`src/rtl/mrs_pkg.sv`:
```
// Shared definitions for the masking rotating shifter (mrs_pipe).
// Holds the operation mode encodings, the mode-legality check and
// the width of the sideband bus that travels down the rotate stages.
package mrs_pkg;

    typedef logic [2:0] mrs_mode_t;

    localparam mrs_mode_t MRS_ROR = 3'b000;
    localparam mrs_mode_t MRS_ROL = 3'b001;
    localparam mrs_mode_t MRS_SRL = 3'b010;
    localparam mrs_mode_t MRS_SLL = 3'b011;
    localparam mrs_mode_t MRS_SRA = 3'b100;

    // Encodings above MRS_SRA are reserved and flagged as errors.
    function automatic logic mrs_is_legal(input mrs_mode_t mode);
        return (mode <= MRS_SRA);
    endfunction

    // Sideband layout, MSB first: {mask, fill, co, err, tag, r}.
    function automatic int unsigned mrs_side_w(input int unsigned width,
                                               input int unsigned tag_w);
        return 2 * width + 2 + tag_w + $clog2(width);
    endfunction

endpackage

```
`src/rtl/mrs_if.sv`:
```
// Handshake bundle for mrs_pipe.
//   in_valid/in_ready  : operation request handshake
//   in_data/amt/mode/tag : operand, shift amount, mode, sideband tag
//   out_valid/out_ready: result handshake
//   out_data/co/err/tag: result, last bit shifted out, illegal-mode flag, tag
// Modports: master = environment driving requests and consuming results,
//           slave  = the shifter pipeline.
interface mrs_if #(
    parameter int unsigned WIDTH = 32,
    parameter int unsigned TAG_W = 4
);
    import mrs_pkg::*;

    localparam int unsigned SW = $clog2(WIDTH);

    logic             in_valid;
    logic             in_ready;
    logic [WIDTH-1:0] in_data;
    logic [SW-1:0]    in_amt;
    mrs_mode_t        in_mode;
    logic [TAG_W-1:0] in_tag;
    logic             out_valid;
    logic             out_ready;
    logic [WIDTH-1:0] out_data;
    logic             out_co;
    logic             out_err;
    logic [TAG_W-1:0] out_tag;

    modport master (
        output in_valid, in_data, in_amt, in_mode, in_tag, out_ready,
        input  in_ready, out_valid, out_data, out_co, out_err, out_tag
    );

    modport slave (
        input  in_valid, in_data, in_amt, in_mode, in_tag, out_ready,
        output in_ready, out_valid, out_data, out_co, out_err, out_tag
    );

endinterface

```
`src/rtl/mrs_rot_stage.sv`:
```
// One registered stage of the rotate network: rotates the word right by
// DIST when the matching bit of the effective amount r is set, and carries
// the sideband bus {mask, fill, co, err, tag, r} alongside unchanged.
// Ports:
//   clk, rst_n           clock, async active-low reset
//   en                   pipeline advance; registers hold when low
//   in_valid/data/side   previous stage
//   out_valid/data/side  registered result
module mrs_rot_stage #(
    parameter int unsigned WIDTH  = 32,
    parameter int unsigned DIST   = 1,
    parameter int unsigned SIDE_W = 8
) (
    input  logic              clk,
    input  logic              rst_n,
    input  logic              en,
    input  logic              in_valid,
    input  logic [WIDTH-1:0]  in_data,
    input  logic [SIDE_W-1:0] in_side,
    output logic              out_valid,
    output logic [WIDTH-1:0]  out_data,
    output logic [SIDE_W-1:0] out_side
);

    // r sits in the low bits of the sideband, so bit log2(DIST) selects this stage.
    localparam int unsigned RBIT = $clog2(DIST);

    logic [WIDTH-1:0]  rot;
    logic              valid_q;
    logic [WIDTH-1:0]  data_q;
    logic [SIDE_W-1:0] side_q;

    always_comb begin
        rot = in_data;
        if (in_side[RBIT]) begin
            rot = (in_data >> DIST) | (in_data << (WIDTH - DIST));
        end
    end

    always_ff @(posedge clk or negedge rst_n) begin
        if (!rst_n) begin
            valid_q <= 1'b0;
            data_q  <= '0;
            side_q  <= '0;
        end else if (en) begin
            valid_q <= in_valid;
            data_q  <= rot;
            side_q  <= in_side;
        end
    end

    assign out_valid = valid_q;
    assign out_data  = data_q;
    assign out_side  = side_q;

endmodule

```
`src/rtl/mrs_pipe.sv`:
```
// Pipelined masking rotating shifter. ROR/ROL/SRL/SLL/SRA on a WIDTH-bit
// word built from one right rotator (SW registered stages), a mask and a
// sign fill. Latency SW+1, one op per cycle, whole pipe stalls together.
// Ports:
//   clk, rst_n  clock, async active-low reset
//   bus         mrs_if slave: request handshake in, result handshake out
module mrs_pipe
    import mrs_pkg::*;
#(
    parameter int unsigned WIDTH = 32,
    parameter int unsigned TAG_W = 4
) (
    input logic   clk,
    input logic   rst_n,
    mrs_if.slave  bus
);

    localparam int unsigned SW     = $clog2(WIDTH);
    localparam int unsigned SIDE_W = mrs_side_w(WIDTH, TAG_W);

    logic              advance;
    logic              legal;
    logic [SW-1:0]     neg_amt;
    logic [SW-1:0]     amt_m1;
    logic [SW-1:0]     r_d;
    logic [WIDTH-1:0]  mask_d;
    logic [WIDTH-1:0]  fill_d;
    logic              co_d;

    logic              s0_valid_q;
    logic [WIDTH-1:0]  s0_data_q;
    logic [SIDE_W-1:0] s0_side_q;

    logic              valid_s [SW+1];
    logic [WIDTH-1:0]  data_s  [SW+1];
    logic [SIDE_W-1:0] side_s  [SW+1];

    logic [WIDTH-1:0]  o_mask;
    logic [WIDTH-1:0]  o_fill;
    logic              o_co;
    logic              o_err;
    logic [TAG_W-1:0]  o_tag;
    logic [SW-1:0]     unused_r;

    // Every stage moves in lock-step; a stalled output freezes the whole pipe.
    assign advance      = !valid_s[SW] || bus.out_ready;
    assign bus.in_ready = rst_n && advance;

    // Stage 0 decode: left operations become right rotates by (WIDTH - amt) mod WIDTH.
    always_comb begin
        legal   = mrs_is_legal(bus.in_mode);
        neg_amt = '0 - bus.in_amt;
        amt_m1  = bus.in_amt - SW'(1);
        r_d     = bus.in_amt;
        if (bus.in_mode == MRS_ROL || bus.in_mode == MRS_SLL) begin
            r_d = neg_amt;
        end

        mask_d = '1;
        case (bus.in_mode)
            MRS_SRL, MRS_SRA: mask_d = {WIDTH{1'b1}} >> bus.in_amt;
            MRS_SLL:          mask_d = {WIDTH{1'b1}} << bus.in_amt;
            default:          mask_d = '1;
        endcase

        fill_d = '0;
        if (bus.in_mode == MRS_SRA && bus.in_data[WIDTH-1]) begin
            fill_d = ~mask_d;
        end

        co_d = 1'b0;
        if (bus.in_amt != '0) begin
            case (bus.in_mode)
                MRS_SRL, MRS_SRA: co_d = bus.in_data[amt_m1];
                MRS_SLL:          co_d = bus.in_data[neg_amt];
                default:          co_d = 1'b0;
            endcase
        end
    end

    always_ff @(posedge clk or negedge rst_n) begin
        if (!rst_n) begin
            s0_valid_q <= 1'b0;
            s0_data_q  <= '0;
            s0_side_q  <= '0;
        end else if (advance) begin
            s0_valid_q <= bus.in_valid;
            s0_data_q  <= bus.in_data;
            s0_side_q  <= {mask_d, fill_d, co_d, !legal, bus.in_tag, r_d};
        end
    end

    assign valid_s[0] = s0_valid_q;
    assign data_s[0]  = s0_data_q;
    assign side_s[0]  = s0_side_q;

    for (genvar i = 1; i <= SW; i++) begin : g_stage
        mrs_rot_stage #(
            .WIDTH  (WIDTH),
            .DIST   (1 << (i - 1)),
            .SIDE_W (SIDE_W)
        ) u_stage (
            .clk       (clk),
            .rst_n     (rst_n),
            .en        (advance),
            .in_valid  (valid_s[i-1]),
            .in_data   (data_s[i-1]),
            .in_side   (side_s[i-1]),
            .out_valid (valid_s[i]),
            .out_data  (data_s[i]),
            .out_side  (side_s[i])
        );
    end

    // r has been consumed by the rotate network and is dropped here.
    assign {o_mask, o_fill, o_co, o_err, o_tag, unused_r} = side_s[SW];

    assign bus.out_valid = valid_s[SW];
    assign bus.out_data  = o_err ? '0 : ((data_s[SW] & o_mask) | o_fill);
    assign bus.out_co    = o_co;
    assign bus.out_err   = o_err;
    assign bus.out_tag   = o_tag;

endmodule
```
`src/flat_wrapper.sv`:
```
// flat-port wrapper written by rule: the top's interface ports become plain ports
module mrs_pipe_flat import mrs_pkg::*;
#(
    parameter int unsigned WIDTH = 32,
    parameter int unsigned TAG_W = 4
)
  (clk, rst_n, bus_in_valid, bus_in_data, bus_in_amt, bus_in_mode, bus_in_tag, bus_out_ready, bus_in_ready, bus_out_valid, bus_out_data, bus_out_co, bus_out_err, bus_out_tag);
  mrs_if #(.WIDTH(WIDTH), .TAG_W(TAG_W)) bus_i ();
  input logic clk;
  input logic rst_n;
  input wire logic [$bits(bus_i.in_valid)-1:0] bus_in_valid;
  input wire logic [$bits(bus_i.in_data)-1:0] bus_in_data;
  input wire logic [$bits(bus_i.in_amt)-1:0] bus_in_amt;
  input wire logic [$bits(bus_i.in_mode)-1:0] bus_in_mode;
  input wire logic [$bits(bus_i.in_tag)-1:0] bus_in_tag;
  input wire logic [$bits(bus_i.out_ready)-1:0] bus_out_ready;
  output wire logic [$bits(bus_i.in_ready)-1:0] bus_in_ready;
  output wire logic [$bits(bus_i.out_valid)-1:0] bus_out_valid;
  output wire logic [$bits(bus_i.out_data)-1:0] bus_out_data;
  output wire logic [$bits(bus_i.out_co)-1:0] bus_out_co;
  output wire logic [$bits(bus_i.out_err)-1:0] bus_out_err;
  output wire logic [$bits(bus_i.out_tag)-1:0] bus_out_tag;
  assign bus_i.in_valid = bus_in_valid;
  assign bus_i.in_data = bus_in_data;
  assign bus_i.in_amt = bus_in_amt;
  assign bus_i.in_mode = bus_in_mode;
  assign bus_i.in_tag = bus_in_tag;
  assign bus_i.out_ready = bus_out_ready;
  assign bus_in_ready = bus_i.in_ready;
  assign bus_out_valid = bus_i.out_valid;
  assign bus_out_data = bus_i.out_data;
  assign bus_out_co = bus_i.out_co;
  assign bus_out_err = bus_i.out_err;
  assign bus_out_tag = bus_i.out_tag;
  mrs_pipe #(.WIDTH(WIDTH), .TAG_W(TAG_W)) u_core (.clk(clk), .rst_n(rst_n), .bus(bus_i));
endmodule
```
`config.mk`:
```
export PLATFORM = sky130hd
export DESIGN_NAME = mrs_pipe_flat
export DESIGN_NICKNAME = d
export VERILOG_FILES = /design/src/rtl/mrs_pkg.sv /design/src/rtl/mrs_if.sv /design/src/rtl/mrs_rot_stage.sv /design/src/rtl/mrs_pipe.sv /design/src/flat_wrapper.sv
export SDC_FILE = /design/constraint.sdc
export NUM_CORES = 1
export LEC_CHECK = 0
export ABC_AREA = 1
export CAP_MARGIN = 5
export CORE_ASPECT_RATIO = 0.9
export CORE_UTILIZATION = 40
export CTS_BUF_LIST = sky130_fd_sc_hd__clkbuf_4 sky130_fd_sc_hd__clkbuf_8
export CTS_CLUSTER_DIAMETER = 60
export DETAILED_ROUTE_END_ITERATION = 7
export GPL_ROUTABILITY_DRIVEN = 0
export PLACE_DENSITY_LB_ADDON = 0.3
export SYNTH_ARGS = -nofsm -noshare
export SYNTH_HDL_FRONTEND = slang
export SYNTH_SLANG_ARGS = --single-unit
```
`constraint.sdc`:
```
create_clock -name clk -period 1.7 [get_ports clk]
set_clock_uncertainty 0.1 [all_clocks]
set_input_delay 0.34 -clock clk [delete_from_list [all_inputs] [get_ports clk]]
set_output_delay 0.34 -clock clk [all_outputs]
set_load 0.005 [all_outputs]
```
## After elaboration in Yosys (flattened, before gate mapping)

Cells that the tools add are included.

| storage, ports and cells | value |
|---|---|
| flip-flop bits (word level) | 648 |
| bits of input ports | 48 |
| output and inout port bits | 40 |
| logic and storage cells | 60 |

| operators by class | value |
|---|---|
| add/sub/neg operators | 2 |
| order comparisons | 3 |
| equality and inequality tests | 4 |
| shifts and indexed selects | 2 |
| multiplexer cells | 15 |
| bitwise operators | 8 |
| reductions and logical operators | 8 |

Operator list:

| operator | count |
|---|---|
| $mux W32 | 7 |
| $pmux W32 S2 | 1 |
| $and A32 B32 Y32 | 1 |
| $not A32 Y32 | 1 |
| $or A16 B32 Y32 | 1 |
| $or A24 B32 Y32 | 1 |
| $or A28 B32 Y32 | 1 |
| $or A30 B32 Y32 | 1 |
| $or A31 B32 Y32 | 1 |
| $or A32 B32 Y32 | 1 |
| $shl A32 B5 Y32 const A | 1 |
| $shr A32 B5 Y32 const A | 1 |
| $lt A5 B6 Y1 const B | 2 |
| $bmux W1 S5 | 2 |
| $eq A3 B2 Y1 const B | 2 |
| $mux W5 | 1 |
| $reduce_bool A5 Y1 | 1 |
| $sub A1 B5 Y5 const A | 1 |
| $sub A5 B1 Y5 const B | 1 |
| $eq A3 B1 Y1 const B | 1 |
| $eq A3 B3 Y1 const B | 1 |
| $le A3 B3 Y1 const B | 1 |
| $mux W1 | 3 |
| $logic_and A1 B1 Y1 | 2 |
| 4 further kinds | 6 |

## Longest topological paths before layout

| depth | value |
|---|---|
| depth after elaboration | 5 |
| gate-level depth with buffers | 16 |
| depth with buffers taken out | 12 |

## By module

From an unflattened synthesis, not the netlist that was laid out.

| second synthesis, totals | value |
|---|---|
| cells, all modules | 3,583 |
| area, all modules | 28,481.1 µm² |

Modules (own cells, without submodules):

| module | times used | cells each | area an instance (µm²) |
|---|---|---|---|
| mrs_rot_stage | 5 | 559 | 4,526.8 |
| mrs_pipe | 1 | 788 | 5,846.9 |

## Worst setup path after synthesis

No wires, ideal clock.

| path | value |
|---|---|
| kind | input port to flip-flop |
| start point | input bus_in_amt[0] |
| end point | register u_core.s0_side_q[10] |
| arrival | 2.151 ns |
| data required time | 1.484 ns |
| setup slack | -0.667 ns |
| stages | 15 |
| path through | buf_2 > inv_2 > buf_2 > ha_1 > ha_1 > clkbuf_1 > clkinv_1 > nand3_1 > nand3_1 > nand2_1 > nand2_1 > nand3_1 > nand2_1 > nand2_1 > nand2_1 |

| on the way | value |
|---|---|
| longest elaborated chain between the ends | 5 |
| elaborated cells on any way between the ends | 9 |
| classes of those cells | add/sub (2); mux (6); reduce/logical (1) |

Ends and longest elaborated chain:

| what | line | source |
|---|---|---|
| from (decl) | flat_wrapper.sv:13 | `input wire logic [$bits(bus_i.in_amt)-1:0] bus_in_amt;` |
| $sub A1 B5 Y5 or $sub A5 B1 Y5 (tied branches) | mrs_pipe.sv:52, mrs_pipe.sv:53 |  |
| $bmux W1 S5, on equally long branches | mrs_pipe.sv:75, mrs_pipe.sv:74 |  |
| $mux W1, on equally long branches | mrs_pipe.sv:75, mrs_pipe.sv:74 |  |
| $pmux W1 S2 | mrs_pipe.sv:73 | `case (bus.in_mode)` |
| $mux W1 (*) | mrs_pipe.sv:72 | `if (bus.in_amt != '0) begin` |
| to (signal assigned) | mrs_pipe.sv:89 | `s0_side_q <= {mask_d, fill_d, co_d, !legal, bus.in_tag, r_d};` |
| to (decl) | mrs_pipe.sv:32 | `logic [SIDE_W-1:0] s0_side_q;` |

Mark *: on every way between the ends. The rest lies on a longest branch, timed or not. The select of a mux whose other input is x is not followed.
A chain may end at the register's enable or synchronous reset.

## Worst setup path after layout

| path | value |
|---|---|
| start point | register u_core.g_stage[5].u_stage.side_q[9] |
| end point | output bus_out_data[21] |

| on the way | value |
|---|---|
| longest elaborated chain between the ends | 1 |

Ends and longest elaborated chain:

| what | line | source |
|---|---|---|
| from (decl) | mrs_rot_stage.sv:31 | `logic [SIDE_W-1:0] side_q;` |
| from (signal assigned) | mrs_rot_stage.sv:48 | `side_q <= in_side;` |
| $mux W32 | mrs_pipe.sv:119 | `assign bus.out_data = o_err ? '0 : ((data_s[SW] & o_mask) \| o_fill);` |
| to (decl) | flat_wrapper.sv:19 | `output wire logic [$bits(bus_i.out_data)-1:0] bus_out_data;` |

No other way between the ends.

==> impl_metrics.json <==
{
  "worstPathArrival_ps": 1830,
  "synth_edf_count": 0,
  "wl_per_cell_um": 18.9,
  "ff2ff_path_depth": 9,
  "grt_pass1_vias": 19909,
  "holdPathStages": 3,
  "dr.pass1.iters": 5,
  "setup_violations": 419,
  "place_ws_ps": -709,
  "core-area_mm2": 0.0655,
  "grt_max_degree": 126,
  "ys_async_sr_fraction": 1.00,
  "endpoint_kind": "output pin",
  "grt_pass1_wl_um": 112000,
  "critPathRequiredTime_ps": 1260,
  "grtUsageTotal": 0.209,
  "hold_violations": 0,
  "rows": 89,
  "finalWorstSetupSlack_ps": -572,
  "drive_gt1_frac": 0.250,
  "r2r-start": "u_core.g_stage[5].u_stage.out_valid",
  "min_period_ps": 2270,
  "dieHeight_um": 246,
  "htree_levels": 3,
  "start_util": 0.404,
  "syn-instance-count": 3137,
  "maxCapViolations": 0,
  "seq_area_frac_synth": 0.599,
  "cts_sinks": 633,
  "slowest_delay_ps": 510,
  "crit_chain": "buf_12, buf_16, buf_6, a21oi_2, buf_2",
  "vdd_ir_drop_max_v": 0.000763,
  "tns_ps": -36550,
  "synth_nets": 3190,
  "synth_seq_cells": 633,
  "p_per_area_mw_per_mm2": 1700,
  "violations": "negative setup slack",
  "clk_pin_slew_ps": 60,
  "synth_cell_types": 28,
  "critPathLaunchType": "flop",
  "critPathKind": "reg -> out",
  "dieArea_mm2": 0.0672,
  "hold_path_startpoint": "bus_in_valid",
  "status": "finished, violations left",
  "maxSlewViolCount": 0,
  "routed_wl_um": 83500,
  "slew_headroom": 0.539,
  "hold_class": "in -> reg",
  "antenna_found_initial": 1,
  "overflow": 0,
  "cts_buffer_depth": 3,
  "post_drt_via_cell_ratio": 5.16,
  "slowest_stage": "dfrtp_4",
  "synth.avg_cell_area_um2": 8.44,
  "timing_worst_slew_pin_value_ps": 692,
  "cts_root_buf": "clkbuf_8",
  "yosysWarnings": 0,
  "vias": 22761,
  "ys.flop_type": "dfrtp_1",
  "numPortBuffers": 87,
  "rsz0062_at_grt": "yes",
  "reg2reg_to": "u_core.s0_side_q[28]",
  "ant_nets": 0,
  "netlist_area_mm2": 0.0265,
  "max_freq_mhz": 440,
  "die_w_um": 273,
  "drt_iter0_drc": 2090,
  "dpl.hpwl_um": 45700,
  "finalCritPeriodShare": 1.34,
  "total_power_mw": 61.7,
  "timing.hold.ws_ps": 98.2,
  "cts_tree": "yes",
  "critPathMaxFanout": 4,
  "ios": 88,
  "drcViolationCount": 0,
  "clock_latency_ps": 710,
  "regToRegSetupSlack_ps": -150,
  "final_util": 0.555,
  "hold_end": "u_core.s0_valid_q",
  "power_leakage_nw": 18.0,
  "fin_nets": 3533,
  "syn2layout_area_growth_pct": 37.4,
  "numCtsBuffers": 105
}
[where the power goes]
part	switching, mW	total, mW	internal, mW	leakage (nW)
registers	4.10	24.4	20.3	7.89
logic	13.0	23.8	10.8	9.00
clock network	6.10	13.4	7.34	1.10
total	23.2	61.7	38.5	18.0
[final cells by class]
class / count / area [um^2]
diodes: 1 / 2.50
clock buffers: 160 / 1930
clock inverters: 15 / 124
inverters: 228 / 902
well taps: 864 / 1080
flip-flops and latches: 633 / 15800
multi-input cells: 2078 / 10400
repair buffers: 432 / 6030
fillers: 5610 / 29100
repair inverters: 2 / 32.5
[flip-flops by register name, summed over array words and instances (netlist names)]
register / count
u_core.g_stage.u_stage.out_data: 160
u_core.g_stage.u_stage.out_side: 360
u_core.g_stage.u_stage.out_valid: 5
u_core.s0_data_q: 32
u_core.s0_side_q: 75
u_core.s0_valid_q: 1
[metrics by stage]
stage,cell area (um^2),cells
detailed placement,29400,4061
global route,36400,4413
CTS,31900,4262
global placement,29400,4061
finish,36400,4413
floorplan,26600,3137
[cells in the mapped netlist, types with 5 or more instances]
library cell  instances  area [um^2]
clkbuf_1            117          439
o21ai_0             310         1550
inv_2                 5         18.8
nand2_1            1233         4630
inv_1               219          822
nor2_1              107          402
o211ai_1             16          120
ha_1                  5         62.6
o22ai_1              28          175
nand3_1              61          305
a21oi_1             297         1490
dfrtp_1             633        15800
a22oi_1               7         52.6
buf_2                71          355
[cell usage in the layout (no fill, tap or decap), types with 4 or more instances in the layout]
cell type / instances
a21oi_1: 261
a21oi_2: 32
a21oi_4: 5
a22oi_1: 7
buf_12: 47
buf_16: 28
buf_2: 37
buf_4: 136
buf_6: 43
buf_8: 19
clkbuf_16: 72
clkbuf_4: 43
clkbuf_8: 117
clkdlybuf4s50_1: 46
clkinv_2: 7
clkinvlp_4: 4
dfrtp_1: 632
inv_1: 217
inv_2: 4
nand2_1: 1056
nand2_2: 111
nand2_4: 66
nand3_1: 57
nor2_1: 75
nor2_2: 12
nor2_4: 22
o211ai_1: 16
o21ai_0: 240
o21ai_1: 41
o21ai_2: 32
o22ai_2: 25
[repair_timing]
item | in CTS | in global routing
gates resized for setup | 218 | 538
pin swaps | 16 | 63
endpoints found under the hold margin | 104 | 0
endpoints found under the setup margin | 124 | 251
hold buffers | 2 | 0
gates cloned | 8 | 105
setup buffers | 17 | 46
[how the worst max path moves through the flow]
stage,from,to,slack [ps],depth (start not counted)
floorplan,bus_in_amt[0],u_core.s0_side_q[10],-140,15
global placement,bus_out_ready,bus_in_ready,-710,4
detailed placement,bus_out_ready,bus_in_ready,-710,4
CTS,u_core.g_stage[5].u_stage.out_side[9],bus_out_data[20],-620,4
global route,u_core.g_stage[5].u_stage.out_side[9],bus_out_data[29],-660,5
finish,u_core.g_stage[5].u_stage.out_side[9],bus_out_data[21],-570,5
[critical path: cells and delay by family (launching register included)]
| family | cells | cell delay (ps) |
|---|---|---|
| flops | 1 | 510 |
| buf+inv | 4 | 520 |
| compound gates | 1 | 90 |
[logic make-up after synthesis]
logic type | share of synthesized area
and+or+nand+nor | 0.203
AOI/OAI and AO/OA | 0.131
DFF | 0.599
adders and majority gates | 0.00236
xor gates and xnor gates | 0.000331
buffers and inverters | 0.0652
[routing by layer]
metal,part of all wire,vias up,global-route usage
met2,0.45,736,0.292
met5,0,-,0
met4,0.019,0,0.0564
met3,0.061,118,0.0333
li1,-,10691,-
met1,0.47,11216,0.332
(Power assumes the default switching activity.)
